==> config.mk <==
export PLATFORM = sky130hd
export DESIGN_NAME = load_store_unit
export DESIGN_NICKNAME = d
export VERILOG_FILES = /design/src/rtl/lsu_pkg.sv /design/src/rtl/lsu_data_align.sv /design/src/rtl/load_store_unit.sv
export SDC_FILE = /design/constraint.sdc
export NUM_CORES = 1
export LEC_CHECK = 0
export CAP_MARGIN = 10
export CORE_ASPECT_RATIO = 0.7
export CORE_MARGIN = 4
export CORE_UTILIZATION = 47
export DETAILED_ROUTE_END_ITERATION = 10
export MAX_ROUTING_LAYER = met4
export PLACE_DENSITY_LB_ADDON = 0.25
export SYNTH_ARGS = -nofsm -noshare
export SYNTH_HDL_FRONTEND = slang
export SYNTH_SLANG_ARGS = --single-unit
==> constraint.sdc <==
create_clock -name clk -period 4.98 [get_ports clk]
set_clock_uncertainty 0.1 [all_clocks]
set_input_delay 0.747 -clock clk [delete_from_list [all_inputs] [get_ports clk]]
set_output_delay 0.747 -clock clk [all_outputs]
set_load 0.1 [all_outputs]
==> src/rtl/lsu_pkg.sv <==
// Shared types for the load/store unit: FSM states, RV32I funct3 codes and error codes.
package lsu_pkg;

   typedef enum logic [1:0] {
      IDLE,
      REQ,
      RESP,
      DONE
   } lsu_state_t;

   localparam logic [2:0] F3_B  = 3'b000;
   localparam logic [2:0] F3_H  = 3'b001;
   localparam logic [2:0] F3_W  = 3'b010;
   localparam logic [2:0] F3_BU = 3'b100;
   localparam logic [2:0] F3_HU = 3'b101;

   typedef enum logic [1:0] {
      ERR_NONE     = 2'b00,
      ERR_MISALIGN = 2'b01,
      ERR_ILLEGAL  = 2'b10,
      ERR_TIMEOUT  = 2'b11
   } lsu_err_t;

endpackage

==> src/rtl/lsu_data_align.sv <==
// Combinational lane steering: store replication/byte enables, load extraction/extension,
// and legality/alignment checks for one RV32I memory access.
module lsu_data_align
   import lsu_pkg::*;
(
   input  logic        write,
   input  logic [2:0]  funct3,
   input  logic [1:0]  addr_lo,
   input  logic [31:0] wdata,
   input  logic [31:0] rdata,
   output logic [31:0] store_data,
   output logic [3:0]  be,
   output logic [31:0] load_data,
   output logic        misaligned,
   output logic        illegal
);

   logic [7:0]  sel_byte;
   logic [15:0] sel_half;

   // funct3[1:0] is the access size for both loads and stores
   always_comb begin
      store_data = wdata;
      be         = 4'b1111;
      case (funct3[1:0])
         2'b00: begin
            store_data = {4{wdata[7:0]}};
            be         = 4'b0001 << addr_lo;
         end
         2'b01: begin
            store_data = {2{wdata[15:0]}};
            be         = addr_lo[1] ? 4'b1100 : 4'b0011;
         end
         default: ;
      endcase
   end

   always_comb begin
      case (addr_lo)
         2'b00:   sel_byte = rdata[7:0];
         2'b01:   sel_byte = rdata[15:8];
         2'b10:   sel_byte = rdata[23:16];
         default: sel_byte = rdata[31:24];
      endcase
      sel_half = addr_lo[1] ? rdata[31:16] : rdata[15:0];
   end

   always_comb begin
      case (funct3)
         F3_B:    load_data = {{24{sel_byte[7]}}, sel_byte};
         F3_BU:   load_data = {24'd0, sel_byte};
         F3_H:    load_data = {{16{sel_half[15]}}, sel_half};
         F3_HU:   load_data = {16'd0, sel_half};
         F3_W:    load_data = rdata;
         default: load_data = 32'd0;
      endcase
   end

   always_comb begin
      misaligned = ((funct3[1:0] == 2'b01) && addr_lo[0]) ||
                   ((funct3[1:0] == 2'b10) && (addr_lo != 2'b00));
      if (write)
         illegal = funct3[2] || (funct3[1:0] == 2'b11);
      else
         illegal = (funct3 == 3'b011) || (funct3[2:1] == 2'b11);
   end

endmodule

==> src/rtl/load_store_unit.sv <==
// Multi-cycle RV32I load/store unit: captures an ALU-side request, runs a valid/ready
// memory transaction and returns extended load data or an error code.
module load_store_unit
   import lsu_pkg::*;
#(
   parameter int unsigned TIMEOUT_CYCLES = 255
) (
   input  logic        clk,
   input  logic        rst,
   input  logic        lsu_valid,
   input  logic        lsu_write,
   input  logic [2:0]  lsu_funct3,
   input  logic [31:0] lsu_addr,
   input  logic [31:0] lsu_wdata,
   output logic        lsu_busy,
   output logic        lsu_done,
   output logic [31:0] lsu_rdata,
   output logic        lsu_err,
   output logic [1:0]  lsu_err_code,
   output logic        mem_req_valid,
   input  logic        mem_req_ready,
   output logic        mem_req_we,
   output logic [31:0] mem_req_addr,
   output logic [31:0] mem_req_wdata,
   output logic [3:0]  mem_req_be,
   input  logic        mem_resp_valid,
   input  logic [31:0] mem_resp_rdata
);

   localparam logic [15:0] TIMEOUT_LIM = 16'(TIMEOUT_CYCLES);

   lsu_state_t  state;
   logic        cap_write;
   logic [2:0]  cap_funct3;
   logic [1:0]  cap_addr_lo;
   logic [15:0] tcount;
   logic [15:0] tcount_next;

   logic        al_write;
   logic [2:0]  al_funct3;
   logic [1:0]  al_addr_lo;
   logic [31:0] al_store_data;
   logic [3:0]  al_be;
   logic [31:0] al_load_data;
   logic        al_misaligned;
   logic        al_illegal;

   // The aligner checks the live request while idle and the captured one afterwards
   assign al_write    = (state == IDLE) ? lsu_write       : cap_write;
   assign al_funct3   = (state == IDLE) ? lsu_funct3      : cap_funct3;
   assign al_addr_lo  = (state == IDLE) ? lsu_addr[1:0]   : cap_addr_lo;
   assign tcount_next = tcount + 16'd1;
   assign lsu_busy    = (state != IDLE);

   lsu_data_align u_align (
      .write      (al_write),
      .funct3     (al_funct3),
      .addr_lo    (al_addr_lo),
      .wdata      (lsu_wdata),
      .rdata      (mem_resp_rdata),
      .store_data (al_store_data),
      .be         (al_be),
      .load_data  (al_load_data),
      .misaligned (al_misaligned),
      .illegal    (al_illegal)
   );

   always_ff @(posedge clk) begin
      if (!rst) begin
         state         <= IDLE;
         tcount        <= '0;
         cap_write     <= 1'b0;
         cap_funct3    <= 3'd0;
         cap_addr_lo   <= 2'd0;
         mem_req_valid <= 1'b0;
         mem_req_we    <= 1'b0;
         mem_req_addr  <= 32'd0;
         mem_req_wdata <= 32'd0;
         mem_req_be    <= 4'd0;
         lsu_done      <= 1'b0;
         lsu_err       <= 1'b0;
         lsu_err_code  <= ERR_NONE;
         lsu_rdata     <= 32'd0;
      end else begin
         case (state)
            IDLE: begin
               if (lsu_valid) begin
                  cap_write   <= lsu_write;
                  cap_funct3  <= lsu_funct3;
                  cap_addr_lo <= lsu_addr[1:0];
                  if (al_illegal) begin
                     state        <= DONE;
                     lsu_done     <= 1'b1;
                     lsu_err      <= 1'b1;
                     lsu_err_code <= ERR_ILLEGAL;
                  end else if (al_misaligned) begin
                     state        <= DONE;
                     lsu_done     <= 1'b1;
                     lsu_err      <= 1'b1;
                     lsu_err_code <= ERR_MISALIGN;
                  end else begin
                     state         <= REQ;
                     tcount        <= '0;
                     mem_req_valid <= 1'b1;
                     mem_req_we    <= lsu_write;
                     mem_req_addr  <= {lsu_addr[31:2], 2'b00};
                     mem_req_wdata <= lsu_write ? al_store_data : 32'd0;
                     mem_req_be    <= al_be;
                  end
               end
            end
            // Timeout takes priority over a handshake landing on the same cycle
            REQ, RESP: begin
               tcount <= tcount_next;
               if (tcount_next == TIMEOUT_LIM) begin
                  state         <= DONE;
                  mem_req_valid <= 1'b0;
                  mem_req_we    <= 1'b0;
                  mem_req_addr  <= 32'd0;
                  mem_req_wdata <= 32'd0;
                  mem_req_be    <= 4'd0;
                  lsu_done      <= 1'b1;
                  lsu_err       <= 1'b1;
                  lsu_err_code  <= ERR_TIMEOUT;
               end else if (state == REQ) begin
                  if (mem_req_ready) begin
                     state         <= RESP;
                     mem_req_valid <= 1'b0;
                     mem_req_we    <= 1'b0;
                     mem_req_addr  <= 32'd0;
                     mem_req_wdata <= 32'd0;
                     mem_req_be    <= 4'd0;
                  end
               end else if (mem_resp_valid) begin
                  state     <= DONE;
                  lsu_done  <= 1'b1;
                  lsu_rdata <= cap_write ? 32'd0 : al_load_data;
               end
            end
            default: begin
               state        <= IDLE;
               lsu_done     <= 1'b0;
               lsu_err      <= 1'b0;
               lsu_err_code <= ERR_NONE;
               lsu_rdata    <= 32'd0;
            end
         endcase
      end
   end

endmodule

=== Word level (Yosys, flattened, before mapping) ===
Cells that the tools add are included.

* Register bits after elaboration: 130
* Bits in latches: 0
* RAM bits: 0
* Memory bits (read-only): 0
* Input port bits: 105
* Output and inout port bits: 107
* Word-level logic and storage cells: 136
* Memories kept: 0

* Add/subtract/negate cells: 1
* Multiply operators: 0
* Div/mod/pow operators: 0
* $lt $le $gt $ge: 0
* Equality and inequality tests: 28
* Shift operators: 1
* Multiplexer cells: 71
* Bitwise gates (word level): 1
* Reductions and logical operators: 20

{| class="wikitable"
|+ Operators with widths
! cell !! number
|-
| 32-bit two-way mux || 14
|-
| 32-bit one-hot mux with 2 select lines || 4
|-
| 32-bit one-hot mux with 5 select lines || 1
|-
| 16-bit two-way mux || 4
|-
| 16-bit one-hot mux with 2 select lines || 1
|-
| 4-bit two-way mux || 7
|-
| 2-bit two-way mux || 12
|-
| 8-bit one-hot mux with 3 select lines || 1
|-
| 1-bit two-way mux || 18
|-
| 16-bit by 1-bit adder with 16-bit output, second input constant || 1
|-
| 16-bit by 8-bit equality test with 1-bit output, second input constant || 1
|-
| 4-bit one-hot mux with 2 select lines || 2
|-
| 3-bit inequality test, second input constant || 5
|-
| 2-bit inequality test, second input constant || 7
|-
| 4-bit AND reduction || 3
|-
| 2-bit equality test, second input constant || 5
|-
| 4-bit inequality test, second input constant || 2
|-
| 1-bit one-hot mux with 2 select lines || 4
|-
| 2-bit one-hot mux with 2 select lines || 2
|-
| 2-bit by 1-bit equality test with 1-bit output, second input constant || 3
|-
| 3-bit by 2-bit equality test with 1-bit output, second input constant || 2
|-
| 3-bit equality test, second input constant || 2
|-
| 2-bit zero test || 3
|-
| 3-bit AND reduction || 2
|-
| other kinds (11) || 16
|}

=== Longest topological paths before layout ===
* Depth after elaboration: 10
* Gate-level depth with buffers: 12
* Gate-level depth less buffers: 9

=== Modules after synthesis ===
Synthesis repeated with hierarchy kept, for this count alone.

* Cell total of the unflattened synthesis: 663
* Area, all modules: 6,334.8 sq um

{| class="wikitable"
|+ Modules (own cells, without submodules)
! module !! times used !! cells an instance !! area an instance (sq um) !! sequential area each (sq um)
|-
| load_store_unit || 1 || 479 || 4,919.7 || 2,562.5
|-
| lsu_data_align || 1 || 184 || 1,415.1 || 0.0
|}

=== Worst setup path before layout ===
No wires, ideal clock.

* Path type: register to register
* Start point: reg state[0]
* End point: reg mem_req_wdata[10]
* Library setup time: 0.120 ns
* Arrival: 2.577 ns
* Required time: 4.760 ns
* Slack: 2.183 ns
* Cell stages (with the launch flop): 10
* Buffers on the path: 3
* Period minus slack after synthesis: 2.797 ns
* Path through: dfxtp_1 inv_1 ha_1 buf_4 buf_4 inv_1 o31ai_2 clkbuf_1 mux2i_1 o2bb2ai_1

* Word-level cells in the longest chain between the ends: 9
* Elaborated cells between the ends (all ways): 33
* Classes of those cells: 12 x eq/ne; 10 x mux; 11 x reduce/logical

{| class="wikitable"
|+ RTL lines
! item !! RTL line !! RTL
|-
| start: declaration || load_store_unit.sv:32 || <nowiki>lsu_state_t state;</nowiki>
|-
| start signal: assignment || load_store_unit.sv:70 || <nowiki>state <= IDLE;</nowiki>
|-
| start signal: assignment || load_store_unit.sv:92 || <nowiki>state <= DONE;</nowiki>
|-
| start signal: assignment || load_store_unit.sv:97 || <nowiki>state <= DONE;</nowiki>
|-
| 2-bit zero test || n/a ||
|-
| 3-bit two-way mux || load_store_unit.sv:50 || <nowiki>assign al_funct3 = (state == IDLE) ? lsu_funct3 : cap_funct3;</nowiki>
|-
| 2-bit by 1-bit equality test with 1-bit output / 2-bit zero test (equally long branches) || lsu_data_align.sv:25, lsu_data_align.sv:60 ||
|-
| 32-bit one-hot mux with 2 select lines || lsu_data_align.sv:25 || <nowiki>case (funct3[1:0])</nowiki>
|-
| 32-bit two-way mux || load_store_unit.sv:107 || <nowiki>mem_req_wdata <= lsu_write ? al_store_data : 32'd0;</nowiki>
|-
| 32-bit two-way mux || load_store_unit.sv:96 || <nowiki>end else if (al_misaligned) begin</nowiki>
|-
| 32-bit two-way mux || load_store_unit.sv:91 || <nowiki>if (al_illegal) begin</nowiki>
|-
| 32-bit two-way mux || load_store_unit.sv:87 || <nowiki>if (lsu_valid) begin</nowiki>
|-
| 32-bit one-hot mux with 2 select lines || load_store_unit.sv:85 || <nowiki>case (state)</nowiki>
|-
| end signal: assignment || load_store_unit.sv:107 ||
|-
| end: declaration || load_store_unit.sv:24 || <nowiki>output logic [31:0] mem_req_wdata,</nowiki>
|}

Parallel ways exist; a longest one is shown, timed or not. The select of a mux whose other input is x is not followed.
A chain may end at the register's enable or synchronous reset.

=== Worst setup path in the final report ===
* Start point: reg state[0]
* End point: out lsu_busy

* Word-level cells in the longest chain between the ends: 1

{| class="wikitable"
|+ RTL lines
! item !! RTL line !! RTL
|-
| 2-bit nonzero test || load_store_unit.sv:53 || <nowiki>assign lsu_busy = (state != IDLE);</nowiki>
|-
| end: declaration || load_store_unit.sv:15 || <nowiki>output logic lsu_busy,</nowiki>
|}

Every way passes these cells.

==> impl_metrics.py <==
metrics = {
    "detailed_routing": {
        "detail-route-antenna-nets": 0,
        "drc_errors": 0,
        "num_vias": 5899,
        "drt-pass1-iter-count": 6,
        "via_per_inst": 6.07,
        "wl_mm": 19.4,
        "wl_per_cell_um": 19.9,
        "drt_iter0_drc": 514,
    },
    "timing": {
        "rsz0062_at_grt": "false",
        "fmax_mhz": 259,
        "fin_crit_ps": 3860,
        "drv_slew": 0,
        "finalHoldViolCount": 0,
        "worst_pin_slew_ps": 1160,
        "fin_crit_sh": 0.774,
        "final.setup.tns_ps": 0,
        "slew_headroom": 0.220,
        "finalSetupViolCount": 0,
    },
    "cells_and_area": {
        "seq_area_mm2": 0.00256,
        "fin_area_mm2": 0.00859,
        "final_cells": 972,
        "multi_input_area_mm2": 0.00304,
        "drive_above_1_share": 0.0834,
        "finalNetCount": 913,
        "areaGrowthSynthToFinish_pct": 45.8,
        "diodes": 0,
        "num-fill-cells": 858,
    },
    "placement": {
        "post-dp-hpwl_mm": 13.9,
        "place.gp.congestion": 0.872,
        "port_buffers": 209,
        "dpl_cell_area_mm2": 0.00800,
        "place_inst": 940,
    },
    "synthesis": {
        "synth_area_leaders": "dfxtp_1 (43%), a22o_1 (7.4%), o2bb2ai_1 (7.0%), nand2_1 (4.0%), mux2i_1 (3.9%)",
        "synthMuxAreaShare": 0.0815,
        "ys_seq_elements": 128,
        "synthArstFlopShare": 0,
        "ys_warn_count": 0,
        "synth_top_area_frac": 0.435,
        "yosys.area_share.simple": 0.131,
        "ys_seq_area_frac": 0.435,
        "synth_compound_area_frac": 0.280,
        "synth_fa_ha_area_frac": 0.0127,
        "synth_edf_count": 0,
        "synth.largest_area_cell": "dfxtp_1",
        "syn_area_mm2": 0.00589,
        "synth_top_family_by_area": "compound AO/OA/AOI/OAI gates",
        "avgSynthCellArea_um2": 9.53,
        "ys.flop_type": "dfxtp_1",
        "synth_cells": 618,
        "synth-xor-area-share": 0.00595,
        "synthDistinctLibCells": 67,
    },
    "global_routing": {
        "track_usage": 0.270,
        "grt_pass1_wl_mm": 30.1,
        "grt_start_max_net_pins": 69,
        "grt_pass1_vias": 5540,
        "overflow": 0,
        "antenna_found_initial": 0,
    },
    "run": {
        "drv_cap": 0,
    },
    "cts": {
        "htreeDepth": 4,
        "cts_resized": 0,
        "cts_tree": "built",
        "cts_hold_buf": 0,
        "cts_setup_buffers": 0,
        "numCtsBuffers": 17,
        "path_clk_slew_ps": 50,
        "clk_path_buf_depth": 2,
        "clock_latency_ps": 410,
        "cts-root-buf": "clkbuf_16",
        "cts_sinks": 128,
    },
    "power_and_ir_drop": {
        "clkPwrFrac": 0.248,
        "vdd_drop_max_mv": 0.529,
        "p_sw_frac": 0.470,
        "p_sw_w": 0.00234,
        "combPwrFrac": 0.498,
        "powerDensity_mw_per_mm2": 578,
        "power_leakage_nw": 3.14,
        "p_seq_frac": 0.254,
        "p_int_w": 0.00263,
    },
    "worst_setup_path": {
        "reg2reg_from": "state[0]",
        "end_kind": "output port",
        "crit_path_end": "lsu_busy",
        "worstPathRequired_ps": 4130,
        "r2r_cells": 8,
        "path_class": "flip-flop to output port",
        "start_kind": "flip-flop",
        "reg2reg_to": "tcount[10]",
        "reg2reg_slack_ps": 1290,
        "crit_start": "state[0]",
        "path_max_fanout": 17,
        "arrival_ps": 3010,
    },
    "die": {
        "die_height_um": 102,
        "design.die.area_mm2": 0.0144,
        "die_w_um": 142,
        "rows": 33,
        "start_util": 0.492,
        "pin_count": 212,
        "core_mm2": 0.0120,
    },
    "hold_path": {
        "hold_class": "flip-flop to flip-flop",
    },
    "outcome": {
        "outcome": "complete, no violations",
    },
}
sequential cells by signal (all words and copies together) (netlist names):
signal / count
cap_addr_lo: 2
cap_funct3: 3
cap_write: 1
lsu_done: 1
lsu_err: 1
lsu_err_code: 2
lsu_rdata: 32
mem_req_addr: 30
mem_req_be: 4
mem_req_valid: 1
mem_req_wdata: 32
mem_req_we: 1
state: 2
tcount: 16
layout make-up:
type,instances,area share
clock buffers,19,0.0527
clock inverters,13,0.0160
inverters,12,0.00524
multi-input cells,425,0.353
flip-flops and latches,128,0.298
well taps,157,0.0229
repair buffers,218,0.251
cell usage after synthesis, drive strengths merged (6+ instances only):
library cell / count
a22o: 50
and2: 7
a31oi: 14
a21o: 6
nor3: 16
o21ai: 15
a21oi: 46
mux2i: 24
a221oi: 8
ha: 6
mux4: 9
nand2: 63
o2bb2ai: 47
nand3: 10
inv: 11
buf: 31
clkbuf: 23
nor2: 38
a222oi: 7
or3: 6
nand4: 6
dfxtp: 128
worst max-delay path: stages (launching register included):
cell and delay, ps:
dfxtp_1 320, inv_1 100, ha_1 700, inv_1 400
clkdlybuf4s50_1 1070
cells by family (layout without fill, tap and decap cells):
family          after synthesis  after routing
mux                          36             36
xor+xnor                      4              4
compound gates              215            215
fa+ha+maj                     6              6
flops                       128            128
other cells                   1              2
simple gates                162            162
buf+inv                      66            262
cell usage in the layout, fill, tap and decap left out, types with 2 or more instances in the layout:
master           count
o31ai_1              2
and3_1               2
nand3_1             10
clkinv_2             5
dfxtp_1            128
buf_4                9
a22o_1              50
or3_1                6
nand4_1              5
nand4b_1             2
xnor2_1              3
clkinvlp_4           2
nand2_1             63
o211ai_1             2
a222oi_1             7
a21oi_1             45
mux2i_1             22
clkinv_4             3
o21a_1               3
ha_1                 6
bufinv_16            2
a31oi_1             14
clkbuf_8             2
clkbuf_16           17
mux4_2               9
mux2i_2              2
o21ai_0             13
nor3_1              15
a221oi_1             8
o2bb2ai_1           47
and2_1               7
nand2b_1             2
mux2_2               3
clkdlybuf4s50_1    209
inv_1               10
a21o_1               6
o21ai_1              2
conb_1               2
nor2_1              38
metrics by stage:
step | util | setup WS [ps] | total power [W] | hold WS, ps
floorplan | - | 2180 | 0.00314 | 331
global route | 0.717 | 1050 | 0.00516 | 382
global placement | 0.668 | 1360 | 0.00369 | 335
finish | 0.717 | 1120 | 0.00497 | 360
CTS | 0.717 | 1150 | 0.00496 | 364
detailed placement | 0.668 | 1240 | 0.00372 | 346
metal layers:
layer / GRT usage / up-vias / routed length [µm]
met5: - / - / 0
met4: 0.0796 / 0 / 358
met3: 0.0642 / 44 / 1870
met2: 0.403 / 333 / 8710
met1: 0.367 / 2822 / 8430
li1: - / 2700 / -
power groups by stage:
| stage | sequential [W] | combinational, W | clock [W] |
|---|---|---|---|
| floorplan | 0.00218 | 0.000963 | 0 |
| global placement | 0.00127 | 0.00241 | 0 |
| detailed placement | 0.00128 | 0.00244 | 0 |
| CTS | 0.00126 | 0.00246 | 0.00124 |
| global route | 0.00128 | 0.00259 | 0.00130 |
| finish | 0.00126 | 0.00247 | 0.00123 |
worst min-delay path by stage:
| stage | slack (ps) | start | endpoint | cells past startpoint |
|---|---|---|---|---|
| 2_1_floorplan | 330 | cap_write | cap_write | 2 |
| 3_3_place_gp | 340 | mem_req_we | mem_req_we | 1 |
| 3_5_place_dp | 350 | lsu_rdata[22] | lsu_rdata[22] | 1 |
| 4_1_cts | 360 | lsu_rdata[11] | lsu_rdata[11] | 1 |
| 5_1_grt | 380 | mem_req_we | mem_req_we | 1 |
| 6_report | 360 | cap_write | cap_write | 2 |
Power figures use the tool's default switching activity.
